`config.mk`:
```
export PLATFORM = sky130hd
export DESIGN_NAME = matrix_scroll_pg
export DESIGN_NICKNAME = d
export VERILOG_FILES = /design/src/rtl/matrix_pkg.sv /design/src/rtl/matrix_msg_rom.sv /design/src/rtl/matrix_scroll_pg.sv
export SDC_FILE = /design/constraint.sdc
export NUM_CORES = 1
export LEC_CHECK = 0
export CAP_MARGIN = 20
export CELL_PAD_IN_SITES_DETAIL_PLACEMENT = 0
export CELL_PAD_IN_SITES_GLOBAL_PLACEMENT = 2
export CORE_UTILIZATION = 35
export DETAILED_ROUTE_END_ITERATION = 8
export PLACE_DENSITY_LB_ADDON = 0.1
export SLEW_MARGIN = 20
export SYNTH_ARGS = -nofsm -noshare
export SYNTH_HDL_FRONTEND = slang
export SYNTH_HIERARCHICAL = 1
export SYNTH_SLANG_ARGS = --single-unit
export TNS_END_PERCENT = 100
```
`constraint.sdc`:
```
create_clock -name clk_9m -period 21 [get_ports clk_9m]
set_input_delay 4.2 -clock clk_9m [delete_from_list [all_inputs] [get_ports clk_9m]]
set_output_delay 4.2 -clock clk_9m [all_outputs]
set_load 0.1 [all_outputs]
```
`src/rtl/matrix_pkg.sv`:
```
// matrix_pkg: MAX7219 register map, display geometry and scroll FSM states
package matrix_pkg;

    localparam logic [7:0] REG_NOOP      = 8'h00;
    localparam logic [7:0] REG_DECODE    = 8'h09;
    localparam logic [7:0] REG_INTENSITY = 8'h0A;
    localparam logic [7:0] REG_SCANLIM   = 8'h0B;
    localparam logic [7:0] REG_SHUTDOWN  = 8'h0C;
    localparam logic [7:0] REG_TEST      = 8'h0F;

    localparam int NUM_MODULES = 4;
    localparam int ROWS        = 8;
    localparam int VIS_COLS    = 32;

    typedef enum logic [1:0] {INIT_SEND, WAIT_TICK, BUILD, SEND} scroll_state_t;

    // Message contents: column c shows the bit pattern of c
    function automatic logic [7:0] msg_col(input logic [7:0] c);
        return c;
    endfunction

    // Configuration word for row slot r of the init frame
    function automatic logic [15:0] init_word(input int r, input logic [3:0] intensity);
        return r == 0 ? {REG_DECODE, 8'h00} :
               r == 1 ? {REG_INTENSITY, 4'h0, intensity} :
               r == 2 ? {REG_SCANLIM, 8'h07} :
               r == 3 ? {REG_SHUTDOWN, 8'h01} :
               r == 4 ? {REG_TEST, 8'h00} : {REG_NOOP, 8'h00};
    endfunction

endpackage

```
`src/rtl/matrix_msg_rom.sv`:
```
// matrix_msg_rom: message column ROM with one-cycle registered read
module matrix_msg_rom import matrix_pkg::*; #(
    parameter int MSG_COLS = 64,
    parameter int AW = $clog2(MSG_COLS)
) (
    input  logic          clk_9m,
    input  logic [AW-1:0] addr,
    output logic [7:0]    col
);

    // Registered lookup of the addressed column byte
    always_ff @(posedge clk_9m)
        col <= msg_col(8'(addr));

endmodule

```
`src/rtl/matrix_scroll_pg.sv`:
```
// matrix_scroll_pg: builds scrolling 4x8x8 frames and hands them to the serial core
module matrix_scroll_pg import matrix_pkg::*; #(
    parameter int         TICK_DIV  = 900000,
    parameter int         MSG_COLS  = 64,
    parameter logic [3:0] INTENSITY = 4'h8
) (
    input  logic                 clk_9m,
    input  logic                 rst,
    input  logic                 scroll_en,
    input  logic                 send_done,
    output logic                 en,
    output logic [ROWS-1:0][63:0] data
);

    localparam int AW = $clog2(MSG_COLS);
    localparam int TW = $clog2(TICK_DIV);
    localparam logic [5:0] LAST = 6'(VIS_COLS + 1);

    scroll_state_t state;
    logic [TW-1:0] tick_cnt;
    logic tick;
    logic pending;
    logic [AW-1:0] offset;
    logic [AW-1:0] rom_addr;
    logic [AW:0] sum;
    logic [5:0] cnt;
    logic [4:0] k;
    logic [7:0] rom_col;
    logic [VIS_COLS-1:0] stage [ROWS];
    logic [ROWS-1:0][63:0] frame;
    logic [ROWS-1:0][63:0] init_frame;

    assign tick = tick_cnt == TW'(TICK_DIV - 1);
    assign sum = (AW+1)'(offset) + (AW+1)'(cnt);
    assign rom_addr = AW'(sum >= (AW+1)'(MSG_COLS) ? sum - (AW+1)'(MSG_COLS) : sum);
    assign k = 5'(cnt - 6'd1);

    matrix_msg_rom #(.MSG_COLS(MSG_COLS)) rom (
        .clk_9m (clk_9m),
        .addr   (rom_addr),
        .col    (rom_col)
    );

    // Assemble the config frame and the image frame (row address byte + staged pixels)
    always_comb begin
        for (int r = 0; r < ROWS; r++)
            for (int m = 0; m < NUM_MODULES; m++) begin
                init_frame[r][16*m +: 16] = init_word(r, INTENSITY);
                frame[r][16*m +: 16] = {8'(r + 1), stage[r][8*m +: 8]};
            end
    end

    // Free-running scroll tick divider
    always_ff @(posedge clk_9m or posedge rst)
        if (rst) tick_cnt <= '0;
        else tick_cnt <= tick ? '0 : tick_cnt + 1'b1;

    // Stage returned columns; column k lands at bit k^7 so each module byte is msb-left
    always_ff @(posedge clk_9m)
        if (state == BUILD && cnt != 6'd0 && cnt <= 6'(VIS_COLS))
            for (int r = 0; r < ROWS; r++)
                stage[r][{k[4:3], ~k[2:0]}] <= rom_col[r];

    // Frame sequencing: init frame, then tick-paced build/send with one-deep tick pending
    always_ff @(posedge clk_9m or posedge rst)
        if (rst) begin
            state   <= INIT_SEND;
            en      <= 1'b0;
            data    <= '0;
            offset  <= '0;
            pending <= 1'b0;
            cnt     <= '0;
        end else begin
            if (tick && state != WAIT_TICK) pending <= 1'b1;
            case (state)
                INIT_SEND:
                    if (!en) begin
                        en   <= 1'b1;
                        data <= init_frame;
                    end else if (send_done) begin
                        en    <= 1'b0;
                        state <= WAIT_TICK;
                    end
                WAIT_TICK:
                    if (tick || pending) begin
                        pending <= 1'b0;
                        cnt     <= '0;
                        state   <= BUILD;
                    end
                BUILD: begin
                    cnt <= cnt + 1'b1;
                    if (cnt == LAST) begin
                        data  <= frame;
                        en    <= 1'b1;
                        state <= SEND;
                    end
                end
                SEND:
                    if (send_done) begin
                        en <= 1'b0;
                        if (scroll_en) offset <= offset == AW'(MSG_COLS - 1) ? '0 : offset + 1'b1;
                        state <= WAIT_TICK;
                    end
                default: state <= INIT_SEND;
            endcase
        end

endmodule
```
# == Yosys cells after proc, flatten, opt, wreduce, memory -nomap -nowiden ==
# Memories as Yosys holds them, arrays and structs flattened.
# Cells that the tools add are included.
# totals
regBits,554
latchBits,0
mem_bits_rw,256
mem_bits_ro,0
elab_cells,79
n_memories,1
# memory_table
memory,words,word_bits,read_ports,rd_clocked_by_memory_dff,wr,line_no,rtl
stage,8,32,8,0,8,matrix_scroll_pg.sv:29,logic [VIS_COLS-1:0] stage [ROWS];
# op_classes
addsub,6
mul,0
n_div,0
n_lt_le_gt_ge,4
n_eq_ne,12
shifts,0
n_mux,25
bitwise_logic,1
reduce_logical,15
# op_table
op,n
512-bit two-way mux,2
512-bit case mux with 2 select lines,1
32-bit two-way mux,1
"20-bit by 1-bit adder with 20-bit output, second input constant",1
"20-bit equality test, second input constant",1
20-bit two-way mux,1
6-bit two-way mux,3
"6-bit by 1-bit adder with 6-bit output, second input constant",2
"6-bit equality test, second input constant",2
6-bit case mux with 2 select lines,1
3-bit AND reduction,4
1-bit two-way mux,9
2-bit two-way mux,4
"2-bit != test, second input constant",4
2-bit case mux with 4 select lines,1
6-bit by 6-bit adder with 7-bit output,1
"7-bit greater-or-equal comparator, second input constant",1
"6-bit less-or-equal comparator, second input constant",1
"5-bit by 6-bit < comparator with 1-bit output, second input constant",1
6-bit nonzero test,1
"6-bit by 1-bit subtractor with 6-bit output, second input constant",1
1-bit demux with 5-bit select,1
"5-bit by 1-bit greater-or-equal comparator with 1-bit output, second input constant",1
"5-bit by 1-bit subtractor with 5-bit output, second input constant",1
other kinds (11),17

# == Depth between registers and ports, before layout ==
# Gate-level depths: netlist (run 1).
# logic_depth
word_depth,7
mapped_depth,10

# == By module ==
# The synthesis (run 1) kept the hierarchy.
# by_module_without_submodules
mod,instances,cells_per_inst,area_each_um2,seq_area_each_um2
matrix_scroll_pg,1,1912,22166.3,15069.5
matrix_msg_rom,1,9,138.9,120.1

# == Least setup slack after synthesis (run 1) ==
# OpenSTA, ideal clock, no wires.
# synth_path
path_type,reg-to-output
startpoint,register data[56] (netlist name)
endpoint,output port data[105] in the netlist's numbering
arrival_time_ps,1765
required_time_ps,16800
slack_ps,15035
stages_incl_launch_ff,2
n_path_buf,1
path_cell_list,dfrtp_1 buf_4
# synth_lines
item,line_no,rtl
end: declaration,matrix_scroll_pg.sv:12,output logic [ROWS-1:0][63:0] data

==> out/results.ini, run 1 <==
[grt]
antenna_found_initial = 1
grt_start_max_net_pins = 153
overflow = 0
grt_first_pass_wirelength_mm = 88.2
first_global_vias = 13451
grt_use_total_pct = 18.4

[clock_tree]
post_cts_buffers = 0
cts_made_buffers = 59
clock_sinks = 557
clkTransAtPathRegs_ps = 60
cts_root_buffer = clkbuf_16
cts-htree-levels = 2
cts_buffer_depth = 3
ctsHoldBuffers = 0
cts_tree = done
cts_resized = 0
clock_latency_ps = 620

[synthesis]
synthesis.instances = 1921
synth_area_leader_cell = edfxtp_1
syn_area_um2 = 22300
yosysSeqAreaShare_pct = 68.1
synthDistinctLibCells = 53
synth_edf_count = 256
async_flop_share_pct = 53.0
synth_warnings = 6
synth_top_area_share_pct = 34.5
avgSynthCellArea_um2 = 11.6
synth.top_cells.by_area = edfxtp_1 34%, dfrtp_1 33%, buf_4 8.6%
ys_seq_elements = 557
synthFlopType = dfrtp_1

[route]
drt_wl_total_mm = 60.1
antenna_left = 0
drcViolationCount = 0
wl_per_cell_um = 19.5
routed_via_density = 4.51
vias = 13876
drtIter0Drc = 819
dr.pass1.iters = 5

[critical_path]
crit_path_cell_trace = clkdlybuf4s50_1
r2r_setup_slack_ps = 16680
crit_fanout = 29
r2r-start = cnt[4]
r2r_cells = 7
r2r_end = data[469]
max_stage_delay_ps = 1280
critPathBufInv = 1
cp.required_ps = 16800
setup.worst_path.start = data[56]
cp-start-kind = register
crit_type = reg2out
crit_family = buffers and inverters
arrival_ps = 2740
slowest_stage = clkdlybuf4s50_1
crit_path_end_kind = primary output

[floorplanning]
rows = 92
dieHeight_um = 254
die_area_um2 = 64700
die_w_um = 254
core_um2 = 63000
initial_core_util_pct = 35.4
pin_count = 517

[power]
p_per_area_nw_per_um2 = 85.4
p_total_mw = 2.34
p_leak_nw = 12.3
ir_worst_vdd_mv = 0.0638

[sta]
whs_ps = 453
grt_setup_unrepaired = no
post-route-min-period_ps = 6940
finalSetupViolations = 0
clock.fmax_mhz = 144
timing.final.crit_share_pct = 33.0
finClkSkew_ps = 31.6
finalMaxSlewViolations = 0
worstMarginPinSlew_ps = 1110
fin_setup_tns_ps = 0
maxSlewHeadroom_pct = 26.0
hold_violations = 0

[hold_path]
min_path_type = reg2reg
hold_depth = 2
hold_start = stage[0][83]
worstHoldEndpoint = data[163]

[finish]
fin_nets = 2204
fin_area_um2 = 27400
layout_commonest_cell = nand2_1
final_cell_mix = 496 x nand2_1, 336 x clkdlybuf4s50_1, 295 x dfrtp_1
drive_gt1_share_pct = 6.82
final_core_util_pct = 43.5
regArea_um2 = 15200
diodes = 0
fillCellCount = 5989
multi_input_area_um2 = 5410
area_delta_synth_final_pct = 22.7

[place]
gp_congestion = 0.731
portBuffers = 336
hpwl_mm = 36.4
placedInstanceArea_um2 = 25400

[run_status]
status = completed

[flow_run]
maxCapViolations = 0

-- how the worst max path moves through the flow --
stage,end,slack [ps],depth (start not counted)
final,data[169],14060,1
after CTS,data[169],13970,1
after global routing,data[169],13870,1
after detailed placement,data[169],14640,1
after floorplan,cnt[0],8650,1
after global placement,data[153],14720,1
-- logic make-up (layout without fill, tap and decap cells) --
logic type | Yosys count | after routing | synth area share [%]
other | 2 | 182 | 0.0337
multiplexers | 9 | 9 | 0.415
AND/OR/NAND/NOR | 869 | 869 | 16.7
XOR/XNOR | 24 | 24 | 0.942
adder cells (fa/ha/maj) | 19 | 19 | 1.10
AO/OA/AOI/OAI | 59 | 59 | 1.85
buffers and inverters | 382 | 511 | 10.9
flip-flops | 557 | 557 | 68.1
-- state kept, by name (all words and copies together) (netlist names) --
name,flops
tick_cnt,20
stage,256
data,259
cnt,6
offset,6
rom/col,6
pending,1
en,1
state,2
-- layer usage --
layer  wire length, µm  track usage [%]  vias up
li1                  -                -     6504
met2             29400             30.2      312
met1             27000             25.4     6986
met4              1310             5.39        0
met5                 0                0        -
met3              2440             2.46       74
-- synth_stat cells, types with 3 or more instances --
cell      instances
o21ai_0           6
and4_1            3
inv_1            34
dfrtp_1         295
buf_2            30
dfxtp_1           6
a21oi_1          10
clkbuf_1         63
a31oi_1          20
edfxtp_1        256
nor2_1           76
nand2_1         496
nand3_1         250
and3_1            5
nand4_1           6
mux2i_1           7
nor3_1            5
buf_4           255
xor2_1            8
ha_1             18
nor2b_1           6
o31ai_1           3
xnor2_1          16
nand2b_1          6
a221o_1           3
-- final cells by class --
cell class | count | share of cell area [%]
clock buffer | 85 | 6.12
multi-input combinational | 1162 | 19.8
tap | 846 | 3.87
timing repair buffer | 367 | 13.2
sequential | 557 | 55.5
clock inverter | 25 | 0.979
inverter | 34 | 0.494
-- power by group --
part / switching (mW) / total (mW) / internal (mW)
sequential: 0 / 1.14 / 1.14
combinational: 0.154 / 0.156 / 0.00112
clock: 0.430 / 1.04 / 0.614
-- stage by stage --
step	setup WS (ps)	instances
after global routing	13870	3076
after floorplan	8650	2101
after CTS	13970	3075
after detailed placement	14640	2965
after global placement	14720	2965
final	14060	3076
Note: power is estimated with default switching activity, not from simulation.
==> run 2, diff against run 1 <==
Settings changed: CORE_UTILIZATION 35 to 30.
Clock period 21 ns to 6.3 ns, I/O delays scaled along.
==> run 2 against run 1 <==
The flow now finishes with violations (DRC). Core utilization down 5.7 points. Routed wire length grew 4.0%. Largest power group unchanged. Critical endpoint is now data[73]. Sequential power rose to 3.3 times the previous value. Clock skew decreased by 15 ps.
==> out/results.ini, run 2 (synthesis gave the netlist of run 1 again) <==
[power]
p_clk_share_pct = 46.4
p_per_area_nw_per_um2 = 291
swShare_pct = 25.4
pwr-share-seq_pct = 47.1
p_total_mw = 8.04
comb_power_share_pct = 6.5
internal_power_mw = 5.99
switching_power_mw = 2.04
ir_worst_vdd_mv = 0.197
p_leak_nw = 12.4

[finish]
drive_gt1_share_pct = 6.76
layout_commonest_cell = nand2_1
final_cell_mix = 496 x nand2_1, 336 x clkdlybuf4s50_1, 295 x dfrtp_1
area_delta_synth_final_pct = 24.0
diodes = 0
largest_reg_flops = 259
fin_nets = 2205
fin_cells = 3193
regMostFlops = data

[critical_path]
max_stage_delay_ps = 1280
crit_path_end_kind = primary output
crit_type = reg2out
cp.required_ps = 5040
critPathBufInv = 1
crit_family = buffers and inverters
slowest_stage = clkdlybuf4s50_1
crit_path_cell_trace = clkdlybuf4s50_1
arrival_ps = 2740
cp-start-kind = register
crit_fanout = 29

[clock_tree]
cts_resized = 0
clock_latency_ps = 600
ctsHoldBuffers = 0
clock_sinks = 557
cts_tree = done
clkTransAtPathRegs_ps = 60
cts-htree-levels = 3
post_cts_buffers = 0
cts_made_buffers = 66
cts_buffer_depth = 3
cts_root_buffer = clkbuf_16

[flow_run]
maxCapViolations = 0

[grt]
antenna_found_initial = 1
first_global_vias = 13523
grt_start_max_net_pins = 169
overflow = 0
met2_usage_pct = 26.8
grt_use_total_pct = 16.4
met3_usage_pct = 3.85
grtUsageMet1_pct = 21.9
grt_first_pass_wirelength_mm = 91.7
busiest_layer = met2

[floorplanning]
initial_core_util_pct = 30.5
die_area_um2 = 75400
rows = 99
core_um2 = 73200
pin_count = 517
die_w_um = 275
dieHeight_um = 275

[hold_path]
min_path_type = reg2reg

[sta]
worstMarginPinSlew_ps = 1150
clock.fmax_mhz = 250
finClkSkew_ps = 16.7
post-route-min-period_ps = 4000
maxSlewHeadroom_pct = 23.0
fin_setup_tns_ps = 0
finalMaxSlewViolations = 0
grt_setup_unrepaired = no
hold_violations = 0
finalSetupViolations = 0
timing.final.crit_share_pct = 63.4

[route]
routed_via_density = 4.31
drcViolationCount = 36
dr.pass1.iters = 9
vias = 13760
drt_wl_total_mm = 62.5
drtIter0Drc = 969
wl_per_cell_um = 19.6
antenna_left = 0

[place]
gp_congestion = 0.724
portBuffers = 336
hpwl_mm = 37.8
place_inst = 3072

[run_status]
status = finished, violations left
violations = DRC

==> run 2: layer usage <==
metal / vias up / wire length, µm
met3: 79 / 3220
met4: 0 / 1300
met5: - / 0
li1: 6509 / -
met1: 6831 / 27800
met2: 341 / 30100
==> run 2: path summary, 6_finish.rpt <==
kind	to	slack, ps	startpoint	cells past startpoint
max in group asynchronous	data[423]	3750	rst	3
hold reg to reg	data[390]	460	data[390]	2
min in group asynchronous	data[491]	1190	rst	2
setup reg to reg	data[148]	2650	state[0]	8
setup / recovery	data[73]	2300	data[56]	1
hold / removal	data[390]	460	data[390]	2
==> run 2: power groups by stage <==
stage,combinational [mW],clock [mW],sequential [mW]
after detailed placement,0.517,0,3.86
final,0.521,3.73,3.79
after floorplan,0.583,0,3.86
after global routing,0.540,4.00,3.78
after global placement,0.516,0,3.86
after CTS,0.517,3.84,3.78
==> run 2: metrics by stage <==
stage	worst slack, ps	cell area [µm²]	utilization, %	hold slack, ps
6_report	2300	27700	37.8	462
4_1_cts	2230	27600	37.8	468
5_1_grt	2150	27700	37.8	479
3_3_place_gp	2640	25500	34.9	452
2_1_floorplan	1120	23000	-	453
3_5_place_dp	2620	25500	34.9	455
==> run 2: cell type report <==
type / instances / area (µm²)
inverters: 34 / 131
fillers: 7168 / 45500
clock buffers: 92 / 1830
flip-flops and latches: 557 / 15200
clock inverters: 28 / 272
repair buffers: 361 / 3620
well taps: 959 / 1200
multi-input cells: 1162 / 5420
